### src/rtl/mem_bus_arbiter_pkg.sv
// mem_bus_arbiter_pkg
//   Shared types for the memory bus arbiter: FSM state encoding, bus owner,
//   the bus request payload struct and a helper that builds a fetch payload.
//   The payload field widths are the bus widths; the arbiter top defaults
//   its ADDR_W/DATA_W parameters to these values and they must stay equal.
package mem_bus_arbiter_pkg;

  localparam int BUS_ADDR_W = 32;
  localparam int BUS_DATA_W = 32;

  // Instruction fetches are always whole-word reads.
  localparam logic [1:0] SIZE_WORD = 2'b10;

  typedef enum logic [2:0] {
    IDLE,
    I_ADDR,
    I_DATA,
    D_ADDR,
    D_DATA
  } arb_state_t;

  typedef enum logic [1:0] {
    NONE,
    I,
    D
  } owner_t;

  typedef struct packed {
    logic                  wr;
    logic [1:0]            size;
    logic [BUS_ADDR_W-1:0] addr;
    logic [BUS_DATA_W-1:0] wdata;
  } bus_req_t;

  function automatic bus_req_t fetch_req(input logic [BUS_ADDR_W-1:0] addr);
    bus_req_t r;
    r.wr    = 1'b0;
    r.size  = SIZE_WORD;
    r.addr  = addr;
    r.wdata = '0;
    return r;
  endfunction

endpackage

### src/rtl/mem_bus_arbiter_if.sv
// mem_bus_arbiter_if
//   SRAM-like memory bus between the arbiter (master) and the memory (slave).
//   Request side : bus_req, bus_wr, bus_size, bus_addr, bus_wdata (master out)
//   Response side: bus_addr_ok, bus_data_ok, bus_rdata            (slave out)
interface mem_bus_arbiter_if #(
  parameter int ADDR_W = 32,
  parameter int DATA_W = 32
);

  logic              bus_req;
  logic              bus_wr;
  logic [1:0]        bus_size;
  logic [ADDR_W-1:0] bus_addr;
  logic [DATA_W-1:0] bus_wdata;
  logic              bus_addr_ok;
  logic              bus_data_ok;
  logic [DATA_W-1:0] bus_rdata;

  modport master (
    output bus_req, bus_wr, bus_size, bus_addr, bus_wdata,
    input  bus_addr_ok, bus_data_ok, bus_rdata
  );

  modport slave (
    input  bus_req, bus_wr, bus_size, bus_addr, bus_wdata,
    output bus_addr_ok, bus_data_ok, bus_rdata
  );

endinterface

### src/rtl/mem_bus_arbiter.sv
// mem_bus_arbiter
//   Shares one SRAM-like memory bus between the fetch stage (i_*) and the
//   memory stage (d_*). One transaction outstanding at a time; data requests
//   beat instruction requests. Cancelled fetches complete on the bus but
//   their completion pulse is swallowed. Also produces the stall requests.
// Ports
//   clk, resetn       : clock, asynchronous active-low reset
//   i_req/i_addr      : fetch request (level) and address
//   i_cancel          : drop the in-flight fetch result
//   i_rdata/i_data_ok : fetch read data and completion pulse
//   d_req/d_wr/d_size/d_addr/d_wdata : data request and payload
//   d_rdata/d_data_ok : data read data and completion pulse
//   bus               : memory bus, master side
//   stall_i, stall_d  : stall requests to the hazard unit
module mem_bus_arbiter
  import mem_bus_arbiter_pkg::*;
#(
  parameter int ADDR_W = BUS_ADDR_W,
  parameter int DATA_W = BUS_DATA_W
) (
  input  logic              clk,
  input  logic              resetn,
  input  logic              i_req,
  input  logic [ADDR_W-1:0] i_addr,
  input  logic              i_cancel,
  output logic [DATA_W-1:0] i_rdata,
  output logic              i_data_ok,
  input  logic              d_req,
  input  logic              d_wr,
  input  logic [1:0]        d_size,
  input  logic [ADDR_W-1:0] d_addr,
  input  logic [DATA_W-1:0] d_wdata,
  output logic [DATA_W-1:0] d_rdata,
  output logic              d_data_ok,
  mem_bus_arbiter_if.master bus,
  output logic              stall_i,
  output logic              stall_d
);

  arb_state_t r_state, w_state_next;
  owner_t     r_owner, w_owner_next;
  logic       r_discard, w_discard_next;
  bus_req_t   r_payload, w_payload_next;

  bus_req_t   w_d_payload;
  bus_req_t   w_i_payload;
  bus_req_t   w_bus_payload;
  logic       w_bus_req;
  logic       w_i_ok;
  logic       w_d_ok;
  logic       w_run;

  assign w_d_payload = '{wr: d_wr, size: d_size, addr: d_addr, wdata: d_wdata};
  assign w_i_payload = fetch_req(i_addr);

  // ---------------------------------------------------------------------------
  // State register
  // ---------------------------------------------------------------------------
  always_ff @(posedge clk or negedge resetn) begin
    if (!resetn) begin
      r_state   <= IDLE;
      r_owner   <= NONE;
      r_discard <= 1'b0;
      r_payload <= '0;
    end else begin
      r_state   <= w_state_next;
      r_owner   <= w_owner_next;
      r_discard <= w_discard_next;
      r_payload <= w_payload_next;
    end
  end

  // ---------------------------------------------------------------------------
  // Next state and bus/completion outputs
  // ---------------------------------------------------------------------------
  always_comb begin
    w_state_next   = r_state;
    w_owner_next   = r_owner;
    w_discard_next = r_discard;
    w_payload_next = r_payload;
    w_bus_req      = 1'b0;
    w_bus_payload  = '0;
    w_i_ok         = 1'b0;
    w_d_ok         = 1'b0;

    unique case (r_state)
      IDLE: begin
        // The granted client drives the bus straight from its inputs so an
        // immediate addr_ok costs no extra cycle; the latch covers the wait.
        if (d_req) begin
          w_bus_req      = 1'b1;
          w_bus_payload  = w_d_payload;
          w_payload_next = w_d_payload;
          w_owner_next   = D;
          w_state_next   = bus.bus_addr_ok ? D_DATA : D_ADDR;
        end else if (i_req) begin
          w_bus_req      = 1'b1;
          w_bus_payload  = w_i_payload;
          w_payload_next = w_i_payload;
          w_owner_next   = I;
          w_state_next   = bus.bus_addr_ok ? I_DATA : I_ADDR;
        end else begin
          w_owner_next   = NONE;
        end
      end

      I_ADDR, D_ADDR: begin
        // Latched payload keeps the bus stable even if the client misbehaves.
        // data_ok is not legal before acceptance and is ignored here.
        w_bus_req     = 1'b1;
        w_bus_payload = r_payload;
        if (bus.bus_addr_ok) begin
          w_state_next = (r_state == I_ADDR) ? I_DATA : D_DATA;
        end
      end

      I_DATA: begin
        if (bus.bus_data_ok) begin
          // A cancel in the completing cycle also swallows the pulse.
          w_i_ok       = ~r_discard & ~i_cancel;
          w_state_next = IDLE;
          w_owner_next = NONE;
        end
      end

      D_DATA: begin
        if (bus.bus_data_ok) begin
          w_d_ok       = 1'b1;
          w_state_next = IDLE;
          w_owner_next = NONE;
        end
      end

      default: begin
        w_state_next = IDLE;
        w_owner_next = NONE;
      end
    endcase

    // Discard tracks a cancelled fetch until its bus transaction retires.
    if ((r_owner == I) && i_cancel) begin
      w_discard_next = 1'b1;
    end
    if ((r_state == I_DATA) && bus.bus_data_ok) begin
      w_discard_next = 1'b0;
    end
  end

  // ---------------------------------------------------------------------------
  // Outputs. IDLE paths are combinational from client inputs, so every output
  // is additionally forced low while reset is held.
  // ---------------------------------------------------------------------------
  assign w_run = resetn;

  assign bus.bus_req   = w_run & w_bus_req;
  assign bus.bus_wr    = w_run & w_bus_payload.wr;
  assign bus.bus_size  = w_run ? w_bus_payload.size  : 2'b00;
  assign bus.bus_addr  = w_run ? w_bus_payload.addr  : '0;
  assign bus.bus_wdata = w_run ? w_bus_payload.wdata : '0;

  assign i_data_ok = w_run & w_i_ok;
  assign d_data_ok = w_run & w_d_ok;
  assign i_rdata   = i_data_ok ? bus.bus_rdata : '0;
  assign d_rdata   = d_data_ok ? bus.bus_rdata : '0;

  assign stall_d = w_run & d_req & ~w_d_ok;
  assign stall_i = w_run & ((i_req & ~w_i_ok) | r_discard);

endmodule

### src/flat_wrapper.sv
// flat-port wrapper written by rule: the top's interface ports become plain ports
module mem_bus_arbiter_flat import mem_bus_arbiter_pkg::*;
#(
  parameter int ADDR_W = BUS_ADDR_W,
  parameter int DATA_W = BUS_DATA_W
)
  (clk, resetn, i_req, i_addr, i_cancel, i_rdata, i_data_ok, d_req, d_wr, d_size, d_addr, d_wdata, d_rdata, d_data_ok, stall_i, stall_d, bus_bus_req, bus_bus_wr, bus_bus_size, bus_bus_addr, bus_bus_wdata, bus_bus_addr_ok, bus_bus_data_ok, bus_bus_rdata);
  mem_bus_arbiter_if #(.ADDR_W(ADDR_W), .DATA_W(DATA_W)) bus_i ();
  input  logic clk;
  input  logic resetn;
  input  logic i_req;
  input  logic [ADDR_W-1:0] i_addr;
  input  logic i_cancel;
  output logic [DATA_W-1:0] i_rdata;
  output logic i_data_ok;
  input  logic d_req;
  input  logic d_wr;
  input  logic [1:0] d_size;
  input  logic [ADDR_W-1:0] d_addr;
  input  logic [DATA_W-1:0] d_wdata;
  output logic [DATA_W-1:0] d_rdata;
  output logic d_data_ok;
  output logic stall_i;
  output logic stall_d;
  output wire logic [$bits(bus_i.bus_req)-1:0] bus_bus_req;
  output wire logic [$bits(bus_i.bus_wr)-1:0] bus_bus_wr;
  output wire logic [$bits(bus_i.bus_size)-1:0] bus_bus_size;
  output wire logic [$bits(bus_i.bus_addr)-1:0] bus_bus_addr;
  output wire logic [$bits(bus_i.bus_wdata)-1:0] bus_bus_wdata;
  input wire logic [$bits(bus_i.bus_addr_ok)-1:0] bus_bus_addr_ok;
  input wire logic [$bits(bus_i.bus_data_ok)-1:0] bus_bus_data_ok;
  input wire logic [$bits(bus_i.bus_rdata)-1:0] bus_bus_rdata;
  assign bus_bus_req = bus_i.bus_req;
  assign bus_bus_wr = bus_i.bus_wr;
  assign bus_bus_size = bus_i.bus_size;
  assign bus_bus_addr = bus_i.bus_addr;
  assign bus_bus_wdata = bus_i.bus_wdata;
  assign bus_i.bus_addr_ok = bus_bus_addr_ok;
  assign bus_i.bus_data_ok = bus_bus_data_ok;
  assign bus_i.bus_rdata = bus_bus_rdata;
  mem_bus_arbiter #(.ADDR_W(ADDR_W), .DATA_W(DATA_W)) u_core (.clk(clk), .resetn(resetn), .i_req(i_req), .i_addr(i_addr), .i_cancel(i_cancel), .i_rdata(i_rdata), .i_data_ok(i_data_ok), .d_req(d_req), .d_wr(d_wr), .d_size(d_size), .d_addr(d_addr), .d_wdata(d_wdata), .d_rdata(d_rdata), .d_data_ok(d_data_ok), .bus(bus_i), .stall_i(stall_i), .stall_d(stall_d));
endmodule
### config.mk
export PLATFORM = sky130hd
export DESIGN_NAME = mem_bus_arbiter_flat
export DESIGN_NICKNAME = d
export VERILOG_FILES = /design/src/rtl/mem_bus_arbiter_pkg.sv /design/src/rtl/mem_bus_arbiter_if.sv /design/src/rtl/mem_bus_arbiter.sv /design/src/flat_wrapper.sv
export SDC_FILE = /design/constraint.sdc
export NUM_CORES = 1
export LEC_CHECK = 0
export CAP_MARGIN = 40
export CORE_ASPECT_RATIO = 0.9
export CORE_MARGIN = 5
export CORE_UTILIZATION = 35
export DETAILED_ROUTE_END_ITERATION = 10
export DONT_BUFFER_PORTS = 1
export PLACE_DENSITY = 0.51
export SLEW_MARGIN = 20
export SYNTH_ARGS = -nofsm -noshare
export SYNTH_HDL_FRONTEND = slang
export SYNTH_SLANG_ARGS = --single-unit
### constraint.sdc
create_clock -name clk -period 5.05 [get_ports clk]
set_input_delay 1.01 -clock clk [delete_from_list [all_inputs] [get_ports clk]]
set_output_delay 1.01 -clock clk [all_outputs]
set_load 0.05 [all_outputs]
# --- Word level (Yosys, flattened, before mapping) ---
# Index checks and enable logic that the tools add are counted.
totals:
  register_bits: 73
  latchBits: 0
  ramBits: 0
  rom_bits: 0
  in_bits: 138
  out_inout_bits: 136
  elab_cells: 71
  n_memories: 0
op_classes:
  n_addsub: 0
  n_mul: 0
  div_mod_pow: 0
  order_cmp: 0
  eq_ne: 8
  n_shift: 0
  muxes: 31
  bitwise_logic: 15
  n_reduce_logical: 10
ops:
  columns: ["op", "count"]
  rows:
  - ["$mux 67", 3]
  - ["$pmux 67 s2", 1]
  - ["$mux 32", 4]
  - ["$mux 66", 1]
  - ["$mux 3", 6]
  - ["$and 1x1->1", 9]
  - ["$mux 1", 9]
  - ["$pmux 3 s3", 1]
  - ["$mux 2", 4]
  - ["$eq 3x2->1 const B", 2]
  - ["$pmux 2 s3", 1]
  - ["$not 1->1", 5]
  - ["$reduce_and 2->1", 2]
  - ["$reduce_bool 2->1", 2]
  - ["$reduce_or 2->1", 2]
  - ["$eq 3x1->1 const B", 1]
  - ["$eq 3x3->1 const B", 1]
  - ["$logic_not 3->1", 1]
  - ["$ne 3x3->1 const B", 1]
  - ["$reduce_and 3->1", 1]
  - ["$eq 2x1->1 const B", 1]
  - ["$logic_and 1x1->1", 2]
  - ["$ne 2x1->1 const B", 1]
  - ["$ne 2x2->1 const B", 1]
  - ["other kinds (2)", 2]

# --- Longest topological paths before layout ---
depth:
  ltp_word: 8
  mapped_depth: 6
  mapped_depth_nobuf: 3

# --- Worst setup path after synthesis ---
# Ideal clock, no wire load.
synth_path:
  kind: "input to output"
  startpoint: "in d_req"
  endpoint: "out bus_bus_req"
  t_arrival_ps: 2401
  t_required_ps: 4040
  path_slack_ps: 1639
  cell_stages: 5
  n_path_buf: 2
  cell_sequence: "or2_2 > buf_2 > nand3_2 > buf_2 > a21oi_1"
synth_via:
  elab_chain_cells: 3
synth_rtl:
  columns: ["element", "line", "text"]
  rows:
  - ["from (decl)", "flat_wrapper.sv:16", "input logic d_req;"]
  - ["$mux 1", "mem_bus_arbiter.sv:90", "if (d_req) begin"]
  - ["$pmux 1 s2", "mem_bus_arbiter.sv:86", "unique case (r_state)"]
  - ["$and 1x1->1", "mem_bus_arbiter.sv:155", "assign bus.bus_req = w_run & w_bus_req;"]
  - ["to (decl)", "flat_wrapper.sv:25", "output wire logic [$bits(bus_i.bus_req)-1:0] bus_bus_req;"]
# No other way between the ends.

# --- Worst setup path in the final report ---
layout_path:
  startpoint: "reg u_core.r_state[0]"
  endpoint: "out bus_bus_addr[9]"
layout_via:
  elab_chain_cells: 4
layout_rtl:
  columns: ["element", "line", "text"]
  rows:
  - ["from (decl)", "mem_bus_arbiter.sv:40", "arb_state_t r_state, w_state_next;"]
  - ["from (signal assigned)", "mem_bus_arbiter.sv:66", "r_state <= w_state_next;"]
  - ["$eq 3x2->1 or $eq 3x1->1 (tied branches)", "mem_bus_arbiter.sv:86", null]
  - ["$reduce_or 2->1", "mem_bus_arbiter.sv:86", null]
  - ["$pmux 67 s2 (*)", "mem_bus_arbiter.sv:86", null]
  - ["$mux 32 (*)", "mem_bus_arbiter.sv:158", "assign bus.bus_addr = w_run ? w_bus_payload.addr : '0;"]
  - ["to (decl)", "flat_wrapper.sv:28", "output wire logic [$bits(bus_i.bus_addr)-1:0] bus_bus_addr;"]
# Every way passes the cells marked *; elsewhere a longest branch is shown, timed or not.

==> results.yml <==
global_route:
  grt_max_degree: 80
  grt_pass1_vias: 3969
  antenna_found_initial: 0
  grt_pass1_wl_mm: 22.5
  grt-ovfl-total: 0
  grt_usage_pct: 18.5
clocking:
  clockRootBuffer: "clkbuf_16"
  cts_buffers: 9
  post_cts_buffers: 0
  worstSkewPairLatency_ns: 0.33
  cts_resized: 0
  h-tree-depth: 3
  cts_hold_buf: 0
  cts_tree: "built"
  cts_buffer_depth: 2
  clk_transition_reported_paths_ns: 0.06
  cts.sinks: 73
yosys:
  netlist.area_leader.share_pct: 40.8
  yosys_warnings: 0
  syn_nets: 610
  synthArstFlopShare_pct: 100
  synth_area_um2: 4480
  yosys-top-cells-count: "dfrtp_1 (73), and2_1 (64), a21oi_1 (37), nor2_1 (37)"
  ys_ff_latch: 73
  synth_cell_type_count: 41
  synthFlopType: "dfrtp_1"
  avgSynthCellArea_um2: 9.52
  netlist_instances: 471
  yosysTopAreaCell: "dfrtp_1"
  yosysMostFrequentCell: "dfrtp_1"
  ys_top_cells_by_area: "dfrtp_1 (41%), and2_1 (8.9%), mux2i_1 (7.1%)"
  ys_seq_area_share_pct: 40.8
  synth-edff-count: 0
drt:
  drc_errors: 0
  ant_nets: 0
  first_pass_iters: 4
  drt_iter0_drc: 198
  wl_per_cell_um: 21.5
  vias_per_cell: 5.88
  drt-total-wl_mm: 14.7
  via_count: 4013
sta:
  worst_pin_slew_ns: 0.738
  max_freq_mhz: 284
  slew_viol_final: 0
  rsz0062_at_grt: "no"
  final_hold_viol_count: 0
  min_period_ns: 3.52
  finalSetupTns_ns: 0
  fin_skew_ns: 0.00520
  relSlewSlack_pct: 50.8
  fin_crit_sh_pct: 69.7
  setup_viol: 0
floorplan:
  die_w_um: 129
  dieArea_um2: 15200
  io_pins: 274
  rows: 39
  chipHeight_um: 117
  start_util_pct: 35.5
  core_area_um2: 12600
worst_setup_path:
  worstSetupEndpointType: "output pin"
  worstPathRequired_ns: 4.04
  timing.rr.start: "u_core.r_state[2]"
  critPathArrivalTime_ns: 2.51
  start_kind: "register"
  crit_fanout: 37
  startpoint: "u_core.r_state[0]"
  crit_type: "register to output pin"
layout:
  area_delta_synth_final_pct: 21.2
  fill_cells: 1219
  final_nets: 653
  drive_gt1_share_pct: 20.6
  fin_util_pct: 43.0
  regArea_um2: 1830
  multi_input_area_um2: 2410
  num_antenna_cells: 0
placement:
  gp_congestion: 0.748
  io_buffers: 0
  dp_hpwl_mm: 10.4
power_and_ir_drop:
  power.leakage_nw: 2.38
  vdd_ir_drop_max_mv: 0.297
  power.density_nw_per_um2: 640
status:
  outcome: "finished, final reports clean"
job:
  cap_viol_max_count: 0
worst_hold_path:
  hold_class: "primary input to asynchronous set/reset pin"
-- power by group --
| group | internal (mW) | switching, mW |
|---|---|---|
| clock network | 0.483 | 0.244 |
| registers | 0.850 | 0.183 |
| logic | 0.568 | 1.15 |
| total | 1.90 | 1.58 |
-- worst paths after layout --
kind	endpoint	cells past startpoint	slack (ns)
worst min register to register	u_core.r_payload[4]	1	0.50
max in group asynchronous	u_core.r_payload[50]	0	4.52
worst min-delay path	u_core.r_payload[52]	0	0.37
min in group clk	u_core.r_payload[4]	1	0.50
worst max-delay path	bus_bus_addr[9]	6	1.53
worst max register to register	u_core.r_payload[45]	5	2.68
-- final cells by class --
cell class / count / share of cell area (%)
clock buffer: 11 / 4.28
multi-input combinational: 342 / 44.3
inverter: 5 / 0.346
sequential: 73 / 33.6
tap: 164 / 3.78
clock inverter: 5 / 1.91
timing repair buffer: 83 / 11.7
-- metal layers --
metal | GRT usage (%) | vias to the layer above | wire [um] | part of all wire (%)
li1 | - | 1844 | - | -
met5 | 0 | - | 0 | 0
met2 | 32.6 | 204 | 7650 | 52
met3 | 5.77 | 18 | 1380 | 9.4
met1 | 21.7 | 1947 | 5440 | 37
met4 | 4.59 | 0 | 208 | 1.4
-- sequential cells by signal, indices dropped and copies added, names as in the netlist --
| signal | flops |
|---|---|
| u_core.r_owner | 2 |
| u_core.r_state | 3 |
| u_core.r_payload | 67 |
| u_core.r_discard | 1 |
-- worst max-delay path, cell delays in order (launching register included) --
cell and delay, ns:
dfrtp_1 0.64, nor2b_2 0.22, buf_4 0.35, and2_1 0.19, buf_4 0.33, o2bb2ai_1 0.18, buf_4 0.23
-- placed cells by master (no fill, tap or decap), drive strengths merged, types with 2 or more instances in the layout --
cell / instances
a32oi: 2
bufinv: 3
clkbuf: 11
mux2i: 32
nor3: 3
buf: 83
o211ai: 2
nand2: 5
o21ai: 4
o2bb2ai: 31
inv: 5
a31oi: 33
nor2: 37
clkinv: 2
and3b: 2
a21oi: 37
a22o: 34
a22oi: 34
nor4b: 3
dfrtp: 73
nor2b: 4
nand3: 2
and2: 65
-- metrics by stage --
stage | setup slack (ns) | power [mW] | cell area, um2 | instances | hold WS, ns
2_1_floorplan | 1.64 | 2.34 | 4480 | 471 | 0.464
6_report | 1.53 | 3.48 | 5430 | 683 | 0.370
3_3_place_gp | 1.37 | 2.68 | 4890 | 643 | 0.483
3_5_place_dp | 1.67 | 2.76 | 5080 | 666 | 0.485
5_1_grt | 1.35 | 3.69 | 5430 | 683 | 0.348
4_1_cts | 1.48 | 3.50 | 5420 | 682 | 0.356
-- cell families after synthesis --
logic type	Yosys count	share of synthesized area (%)
fa+ha+maj	1	0.279
buf+inv	56	5.92
simple gates	128	16.8
compound gates	181	29.1
flops	73	40.8
mux	32	7.15
No activity file was read; power rests on OpenSTA's default activity.
